--- src/rtl/hex_display_pkg.sv ---
// hex_display_pkg: shared constants and types for the hex display slice.
// Page select enum, digit count and the default debounce length.
package hex_display_pkg;

  localparam int NUM_DIGITS = 6;
  localparam int NUM_PAGES = 2;
  localparam int DEF_DEBOUNCE_CYCLES = 500000;

  typedef enum logic {
    PAGE_LO = 1'b0,
    PAGE_HI = 1'b1
  } page_e;

  // nibble idx of a 32-bit word
  function automatic logic [3:0] nibble_of(
    input logic [31:0] w,
    input logic [2:0] idx
  );
    logic [31:0] sh;
    sh = w >> {idx, 2'b00};
    return sh[3:0];
  endfunction

endpackage

--- src/rtl/hex_display_ctrl_btn_debounce.sv ---
// btn_debounce: 2-flop synchronizer plus counting debouncer.
// press_o is high on the edge where the stable level falls 1->0.
module btn_debounce
  import hex_display_pkg::*;
#(
  parameter int DEBOUNCE_CYCLES = DEF_DEBOUNCE_CYCLES
) (
  input  logic clk_i,
  input  logic rst_i,
  input  logic btn_ni,
  output logic press_o
);

  localparam int CW =
    (DEBOUNCE_CYCLES > 1) ? $clog2(DEBOUNCE_CYCLES) : 1;
  localparam logic [CW-1:0] CMAX = CW'(DEBOUNCE_CYCLES - 1);

  logic s1, s2, stable;
  logic [CW-1:0] cnt;
  logic accept;

  // counter saturates at CMAX and the level flips there
  assign accept = (s2 != stable) && (cnt == CMAX);
  assign press_o = accept && stable;

  // two-flop synchronizer, idles released (high)
  always_ff @(posedge clk_i or posedge rst_i) begin
    if (rst_i) begin
      s1 <= 1'b1;
      s2 <= 1'b1;
    end else begin
      s1 <= btn_ni;
      s2 <= s1;
    end
  end

  // stable level and disagreement counter
  always_ff @(posedge clk_i or posedge rst_i) begin
    if (rst_i) begin
      stable <= 1'b1;
      cnt    <= '0;
    end else if (s2 == stable) begin
      cnt <= '0;
    end else if (accept) begin
      stable <= ~stable;
      cnt    <= '0;
    end else begin
      cnt <= cnt + 1'b1;
    end
  end

endmodule

--- src/rtl/hex_display_ctrl.sv ---
// hex_display_ctrl: captures a debug word and pages it onto 6 digits.
// Define HEX_LZB_EN to enable leading-zero blanking.
module hex_display_ctrl
  import hex_display_pkg::*;
#(
  parameter int DEBOUNCE_CYCLES = DEF_DEBOUNCE_CYCLES
) (
  input  logic        clk_i,
  input  logic        rst_i,
  input  logic [31:0] data_i,
  input  logic        data_valid_i,
  output logic        data_ready_o,
  input  logic        freeze_i,
  input  logic        page_btn_ni,
  output logic [23:0] digit_nibble_o,
  output logic [5:0]  digit_blank_o,
  output logic        page_o,
  output logic        update_o
);

`ifdef HEX_LZB_EN
  localparam logic [5:0] RST_BLANK = 6'b111110;
`else
  localparam logic [5:0] RST_BLANK = 6'b000000;
`endif

  logic [31:0] held;
  logic        cap, cap_q, press;
  page_e       page_q;
  logic [23:0] nib_d;
  logic [5:0]  blank_d;

  assign data_ready_o = ~freeze_i & ~rst_i;
  assign cap = data_valid_i & data_ready_o;
  assign page_o = page_q;

  btn_debounce #(
    .DEBOUNCE_CYCLES(DEBOUNCE_CYCLES)
  ) u_btn (
    .clk_i  (clk_i),
    .rst_i  (rst_i),
    .btn_ni (page_btn_ni),
    .press_o(press)
  );

  // hold the captured word and remember that a capture happened
  always_ff @(posedge clk_i or posedge rst_i) begin
    if (rst_i) begin
      held  <= '0;
      cap_q <= 1'b0;
    end else begin
      cap_q <= cap;
      if (cap) held <= data_i;
    end
  end

  // each debounced press flips the page
  always_ff @(posedge clk_i or posedge rst_i) begin
    if (rst_i) begin
      page_q <= PAGE_LO;
    end else if (press) begin
      page_q <= (page_q == PAGE_LO) ? PAGE_HI : PAGE_LO;
    end
  end

  // per-digit nibble and blank view of the held word
  always_comb begin
    nib_d   = '0;
    blank_d = '0;
    if (page_q == PAGE_LO) begin
      for (int k = 0; k < NUM_DIGITS; k++) begin
        nib_d[4*k +: 4] = nibble_of(held, 3'(k));
      end
`ifdef HEX_LZB_EN
      begin
        logic seen;
        seen = 1'b0;
        for (int k = NUM_DIGITS - 1; k >= 1; k--) begin
          seen = seen | (nibble_of(held, 3'(k)) != 4'h0);
          blank_d[k] = ~seen;
        end
      end
`endif
    end else begin
      nib_d[7:0] = held[31:24];
      blank_d    = 6'b111100;
`ifdef HEX_LZB_EN
      blank_d[1] = (held[31:28] == 4'h0);
`endif
    end
  end

  // registered display outputs, one edge behind held/page
  always_ff @(posedge clk_i or posedge rst_i) begin
    if (rst_i) begin
      digit_nibble_o <= '0;
      digit_blank_o  <= RST_BLANK;
      update_o       <= 1'b0;
    end else begin
      digit_nibble_o <= nib_d;
      digit_blank_o  <= blank_d;
      update_o       <= cap_q;
    end
  end

endmodule

--- config.mk ---
export PLATFORM = sky130hd
export DESIGN_NAME = hex_display_ctrl
export DESIGN_NICKNAME = d
export VERILOG_FILES = /design/src/rtl/hex_display_pkg.sv /design/src/rtl/hex_display_ctrl_btn_debounce.sv /design/src/rtl/hex_display_ctrl.sv
export SDC_FILE = /design/constraint.sdc
export NUM_CORES = 1
export LEC_CHECK = 0
export ABC_AREA = 1
export CORE_UTILIZATION = 40
export DETAILED_ROUTE_END_ITERATION = 10
export DONT_BUFFER_PORTS = 1
export HOLD_SLACK_MARGIN = 0.15
export PLACE_DENSITY = 0.55
export SKIP_CTS_REPAIR_TIMING = 1
export SLEW_MARGIN = 20
export SYNTH_ARGS = -nofsm -noshare
export SYNTH_HDL_FRONTEND = slang
export SYNTH_SLANG_ARGS = --single-unit
export TNS_END_PERCENT = 5
--- constraint.sdc ---
create_clock -name clk_i -period 4.75 [get_ports clk_i]
set_input_delay 0.95 -clock clk_i [delete_from_list [all_inputs] [get_ports clk_i]]
set_output_delay 0.95 -clock clk_i [all_outputs]
set_load 0.02 [all_outputs]
==> results.toml, run 1 <==
[setup_path]
crit_chain = "nor2_2"
cp_slowest_stage_delay_ps = 250
reg2reg_from = "u_btn.stable"
cp-start-kind = "primary input"
reg2reg_depth = 9
cp.arrival_ps = 1200
r2r_setup_slack_ps = 2970
cp_slowest_cell = "nor2_2"
critPathKind = "in2out"
reg2reg_to = "page_o"
required_ps = 3800
path_delay_family = "simple AND/OR/NAND/NOR gates"
cp-end-kind = "output port"
path_max_fanout = 2
timing.critical_path.buf_inv = 0

[detailed_routing]
vias_per_cell = 4.64
drc = 0
firstDrtPassIters = 4
postRouteAntennaNets = 0
drt_iter0_drc = 92
wirelength_um = 6410
num_vias = 2284
wl_per_cell_um = 13.0

[clocking]
cts.path.max_buffers = 2
path_clk_slew_ps = 80
clkLatencyLatePin_ps = 350
cts_tree = "built"
cts.htree.levels = 3
cts-root-buf = "clkbuf_8"
cts_buffers = 9
cts_sinks = 82

[pwr]
leakagePower_nw = 1.79
total_power_mw = 1.48
peakVddDrop_mv = 0.196
power_density_mw_per_mm2 = 401

[placement]
gp_congestion = 0.779
dp_hpwl_um = 4330
portBuffers = 0

[die]
die_y_um = 94.5
die_x_um = 94.5
initial_core_util_pct = 41.5
dieArea_mm2 = 0.00893
core_area_mm2 = 0.00826
rows = 33
ioPinCount = 70

[global_route]
grt_max_degree = 50
grt_pass1_vias = 2243
grt_pass1_wl_um = 11000
grt_overflow = 0
grt.total_usage_pct = 16.2
antenna_found_initial = 0

[min_path]
hold_class = "reg2reg"
hold_start = "u_btn.s1"
holdPathStages = 0
min_delay_worst_endpoint = "u_btn.s2"

[sta]
rsz0062_at_grt = "false"
max_freq_ghz = 0.464
finalCriticalPeriod_ps = 2150
fin_crit_sh_pct = 45.4
finalClockSkew_ps = 6.53
hold_viol = 0
tns_ps = 0
setup_viol = 0
worstMarginPinSlew_ps = 742
relSlewSlack_pct = 50.5
finalMaxSlewViolations = 0

[final_layout]
diodes = 0
mostFrequentLayoutCell = "nand2_1"
final_cell_mix = "nand2_1, dfrtp_1, nor2_1, inv_1, nand3_1"
layout.nets = 420
layout-drive-gt1-share_pct = 11.9
n_fill_cell = 838
syn_to_final_growth_pct = 7.82

[run_status]
outcome = "complete, no violations"

[yosys]
ys_types = 24
netlist_instances = 384
synth-seq-cells = 82
syn_area_mm2 = 0.00342
ys_warn_count = 0
syn_area_per_cell_um2 = 8.92
yosysSeqAreaShare_pct = 60.0

[flow_run]
cap_violations = 0
-- final cells by class --
| type | count | area (um2) | area share [%] |
|---|---|---|---|
| inverter | 40 | 151 | 4.10 |
| clock inverter | 6 | 72.6 | 1.97 |
| tap | 105 | 131 | 3.56 |
| clock buffer | 10 | 138 | 3.73 |
| timing repair buffer | 2 | 15.0 | 0.407 |
| multi-input combinational | 247 | 1130 | 30.6 |
| sequential | 82 | 2060 | 55.7 |
-- worst register-to-register path: stages (launching register included) --
cell and delay, ps:
dfstp_2 570, inv_2 40, nand2_1 40, nand2_1 300, inv_2 250, nand2_1 70
nor2_1 170, nand3_1 110, nand2_1 70, nand2_1 40
-- routing by layer --
metal | GRT usage (%) | vias to the layer above | share of wire (%)
met1 | 22.1 | 1080 | 48
met3 | 6.04 | 8 | 5.6
met2 | 23.9 | 46 | 45
met4 | 5.30 | 0 | 1.4
met5 | 0 | - | 0
li1 | - | 1150 | -
-- metrics by stage --
stage | cells | hold WS [ps] | cell area, um2 | setup WS [ps] | utilization [%]
global placement | 476 | 338 | 3480 | 2350 | 42.2
finish | 492 | 358 | 3690 | 2600 | 44.7
floorplan | 385 | 331 | 3430 | 1700 | -
detailed placement | 476 | 347 | 3480 | 2270 | 42.2
CTS | 492 | 359 | 3690 | 2590 | 44.7
global route | 492 | 364 | 3690 | 2480 | 44.7
-- how the worst max path moves through the flow --
stage / cells past startpoint / end / from
after floorplan: 1 / cap_q / rst_i
after global placement: 4 / held[20] / freeze_i
after detailed placement: 4 / held[14] / freeze_i
after CTS: 1 / data_ready_o / freeze_i
after global routing: 5 / held[17] / freeze_i
final: 1 / data_ready_o / freeze_i
-- kinds of logic after synthesis --
group / after synthesis / share of synthesized area [%]
other: 1 / 0.110
DFF: 82 / 60.0
and+or+nand+nor: 215 / 26.9
AOI/OAI and AO/OA: 18 / 2.63
xor gates and xnor gates: 11 / 2.81
buffers and inverters: 56 / 7.12
adders and majority gates: 1 / 0.365
-- where the power goes --
part | internal [mW] | leakage, nW | switching [mW]
combinational | 0.0306 | 0.646 | 0.0656
clock | 0.264 | 0.104 | 0.262
sequential | 0.779 | 1.04 | 0.0780
total | 1.07 | 1.79 | 0.405
-- state kept, by name (all words and copies together), names as in the netlist --
signal and cells:
update_o 1, u_btn.cnt 19, digit_nibble_o 24, page_o 1
u_btn.s1 1, u_btn.stable 1, digit_blank_o 1, u_btn.s2 1
held 32, cap_q 1
-- cells in the mapped netlist --
master / count / share of area [%]
nand3_1: 17 / 2.5
nand2_2: 6 / 1.1
dfstp_2: 3 / 2.3
nand3_4: 1 / 0.51
xor2_1: 8 / 2.0
inv_1: 33 / 3.6
o21ai_1: 2 / 0.29
dfrtp_1: 79 / 58
buf_4: 8 / 1.8
nand2_1: 120 / 13
clkinv_1: 1 / 0.11
buf_2: 3 / 0.44
nor2_2: 6 / 1.1
nor3_1: 1 / 0.15
ha_1: 1 / 0.37
nor3b_1: 1 / 0.22
nor2_4: 5 / 1.6
inv_2: 6 / 0.66
nand4_1: 3 / 0.55
clkbuf_1: 5 / 0.55
o21ai_0: 16 / 2.3
conb_1: 1 / 0.11
nor2_1: 55 / 6.0
xnor2_1: 3 / 0.77
(Power assumes the default switching activity.)
==> inputs of run 2 (changes only) <==
--- a/config.mk
+++ b/config.mk
@@ -10,7 +10,7 @@
 export DETAILED_ROUTE_END_ITERATION = 10
 export DONT_BUFFER_PORTS = 1
 export HOLD_SLACK_MARGIN = 0.15
-export PLACE_DENSITY = 0.55
+export PLACE_DENSITY = 0.57
 export SKIP_CTS_REPAIR_TIMING = 1
 export SLEW_MARGIN = 20
 export SYNTH_ARGS = -nofsm -noshare
==> constraint.sdc (replaced) <==
create_clock -name clk_i -period 1.7 [get_ports clk_i]
set_input_delay 0.34 -clock clk_i [delete_from_list [all_inputs] [get_ports clk_i]]
set_output_delay 0.34 -clock clk_i [all_outputs]
set_load 0.02 [all_outputs]
==> run 2 against run 1 <==
  * Combinational power grew to 3.6 times the previous value
  * Largest cell class unchanged
  * Die area is the same
  * Register-to-register slack lost 2800 ps
  * Setup slack lost 2400 ps
  * Clock-buffer cell count grew 2
  * Sequential share of layout area shrank 4.8 points
==> results.toml, run 2 (synthesis gave the netlist of run 1 again) <==
[placement]
portBuffers = 0
dpl_cell_area_mm2 = 0.00357
gp_congestion = 0.851
dp_hpwl_um = 4550
dp.cells = 483
place_ws_ps = 131

[final_layout]
fin_util_pct = 48.9
regMostFlops = "held"
reg_top3 = "held: 32 flops, digit_nibble_o: 24 flops, u_btn.cnt: 19 flops"
fin_area_mm2 = 0.00404
diodes = 0
syn_to_final_growth_pct = 17.9
n_fill_cell = 801
largest_reg_flops = 32
layout.nets = 456
final_cell_mix = "nand2_1, dfrtp_1, nor2_1, inv_1, dlygate4sd3_1"
mostFrequentLayoutCell = "nand2_1"
layout-drive-gt1-share_pct = 12.3
instances_no_fill = 528

[pwr]
power_density_mw_per_mm2 = 989
peakVddDrop_mv = 0.713
leakagePower_nw = 1.94

[sta]
rsz0062_at_grt = "false"
hold_viol = 0
max_freq_ghz = 0.668
tns_ps = 0
finalCriticalPeriod_ps = 1500
finalMaxSlewViolations = 0
setup_viol = 0
fin_ws_ps = 204
fin_crit_sh_pct = 88.0
finalClockSkew_ps = 6.99

[detailed_routing]
vias_per_cell = 4.57
wl_per_cell_um = 12.8
num_vias = 2415
postRouteAntennaNets = 0
drc = 0
firstDrtPassIters = 4
wl_met1_um = 3070
wl_met3_um = 329
top_layer = "met4"
drt_iter0_drc = 112
wl_met2_um = 3290
wirelength_um = 6760

[global_route]
grt.total_usage_pct = 16.3
grt_max_degree = 50
grt_overflow = 0
grt_pass1_wl_um = 11100
grt_pass1_vias = 2367
antenna_found_initial = 0

[clocking]
path_clk_slew_ps = 80
cts.htree.levels = 3
clkLatencyLatePin_ps = 340
cts_tree = "built"
cts_sinks = 82
cts-root-buf = "clkbuf_8"
cts_buffers = 9
cts.path.max_buffers = 2

[setup_path]
cp-end-kind = "flop"
timing.critical_path.buf_inv = 2
cp_slowest_cell = "dfstp_2"
critPathKind = "reg2reg"
path_max_fanout = 7
crit_top_cell = "nand2_2"
cp-start-kind = "flop"
path_delay_family = "simple AND/OR/NAND/NOR gates"
crit_chain = "inv_2 > nand2_1 > nand2_2 > buf_4 > nor2_4 > nand3_4 > nand2_2 > nor2_1"
cp.arrival_ps = 1720
r2r_setup_slack_ps = 200
required_ps = 1930
cp_slowest_stage_delay_ps = 560

[run_status]
outcome = "complete, no violations"

[min_path]
hold_class = "in2reg"

[die]
ioPinCount = 70
rows = 33
die_y_um = 94.5
dieArea_mm2 = 0.00893
core_area_mm2 = 0.00826
die_x_um = 94.5
initial_core_util_pct = 41.5

[flow_run]
cap_violations = 0
## run 2: cell count changes in the layout (fill, tap and decap cells not counted), sizes merged
cell / delta
dlygate4sd3: +29
buf: +7
clkbuf: +2
inv: -2
clkinvlp: +1
bufinv: -1
## run 2: final timing paths
path | from | to | depth (start not counted)
worst max-delay path | u_btn.stable | u_btn.cnt[8] | 8
min in group asynchronous | rst_i | held[4] | 2
max in group asynchronous | rst_i | u_btn.stable | 3
worst min register to register | u_btn.s1 | u_btn.s2 | 0
worst min-delay path | data_i[23] | held[23] | 2
worst max register to register | u_btn.stable | u_btn.cnt[8] | 8
## run 2: cell type report
type	instances	area, um2	area share (%)
clock buffer	12	145	3.59
clock inverter	4	26.3	0.651
tap	105	131	3.25
multi-input combinational	247	1130	28.0
inverter	40	154	3.81
timing repair buffer	38	395	9.79
sequential	82	2060	50.9
## run 2: per-layer routing
layer	global-route usage, %	vias to the layer above
met5	0	-
met2	26.6	51
li1	-	1222
met1	20.8	1136
met4	4.55	0
met3	5.39	6
## run 2: power breakdown
part	leakage [nW]	switching, mW	internal (mW)
sequential	1.04	0.222	2.18
combinational	0.812	0.200	0.144
clock	0.0868	0.678	0.573
## run 2: through the flow
step / power [mW] / hold slack [ps]
3_3_place_gp: 2.72 / 247
2_1_floorplan: 2.63 / 331
3_5_place_dp: 2.73 / 250
6_report: 3.99 / 131
4_1_cts: 3.99 / -128
5_1_grt: 4.19 / 140
==> inputs of run 3 (changes only) <==
--- a/config.mk
+++ b/config.mk
@@ -12,7 +12,7 @@
 export HOLD_SLACK_MARGIN = 0.15
 export PLACE_DENSITY = 0.57
 export SKIP_CTS_REPAIR_TIMING = 1
-export SLEW_MARGIN = 20
+export SLEW_MARGIN = 30
 export SYNTH_ARGS = -nofsm -noshare
 export SYNTH_HDL_FRONTEND = slang
 export SYNTH_SLANG_ARGS = --single-unit
==> results of run 3 <==
Same layout as run 2: the final DEF is identical, and so are final timing and power.
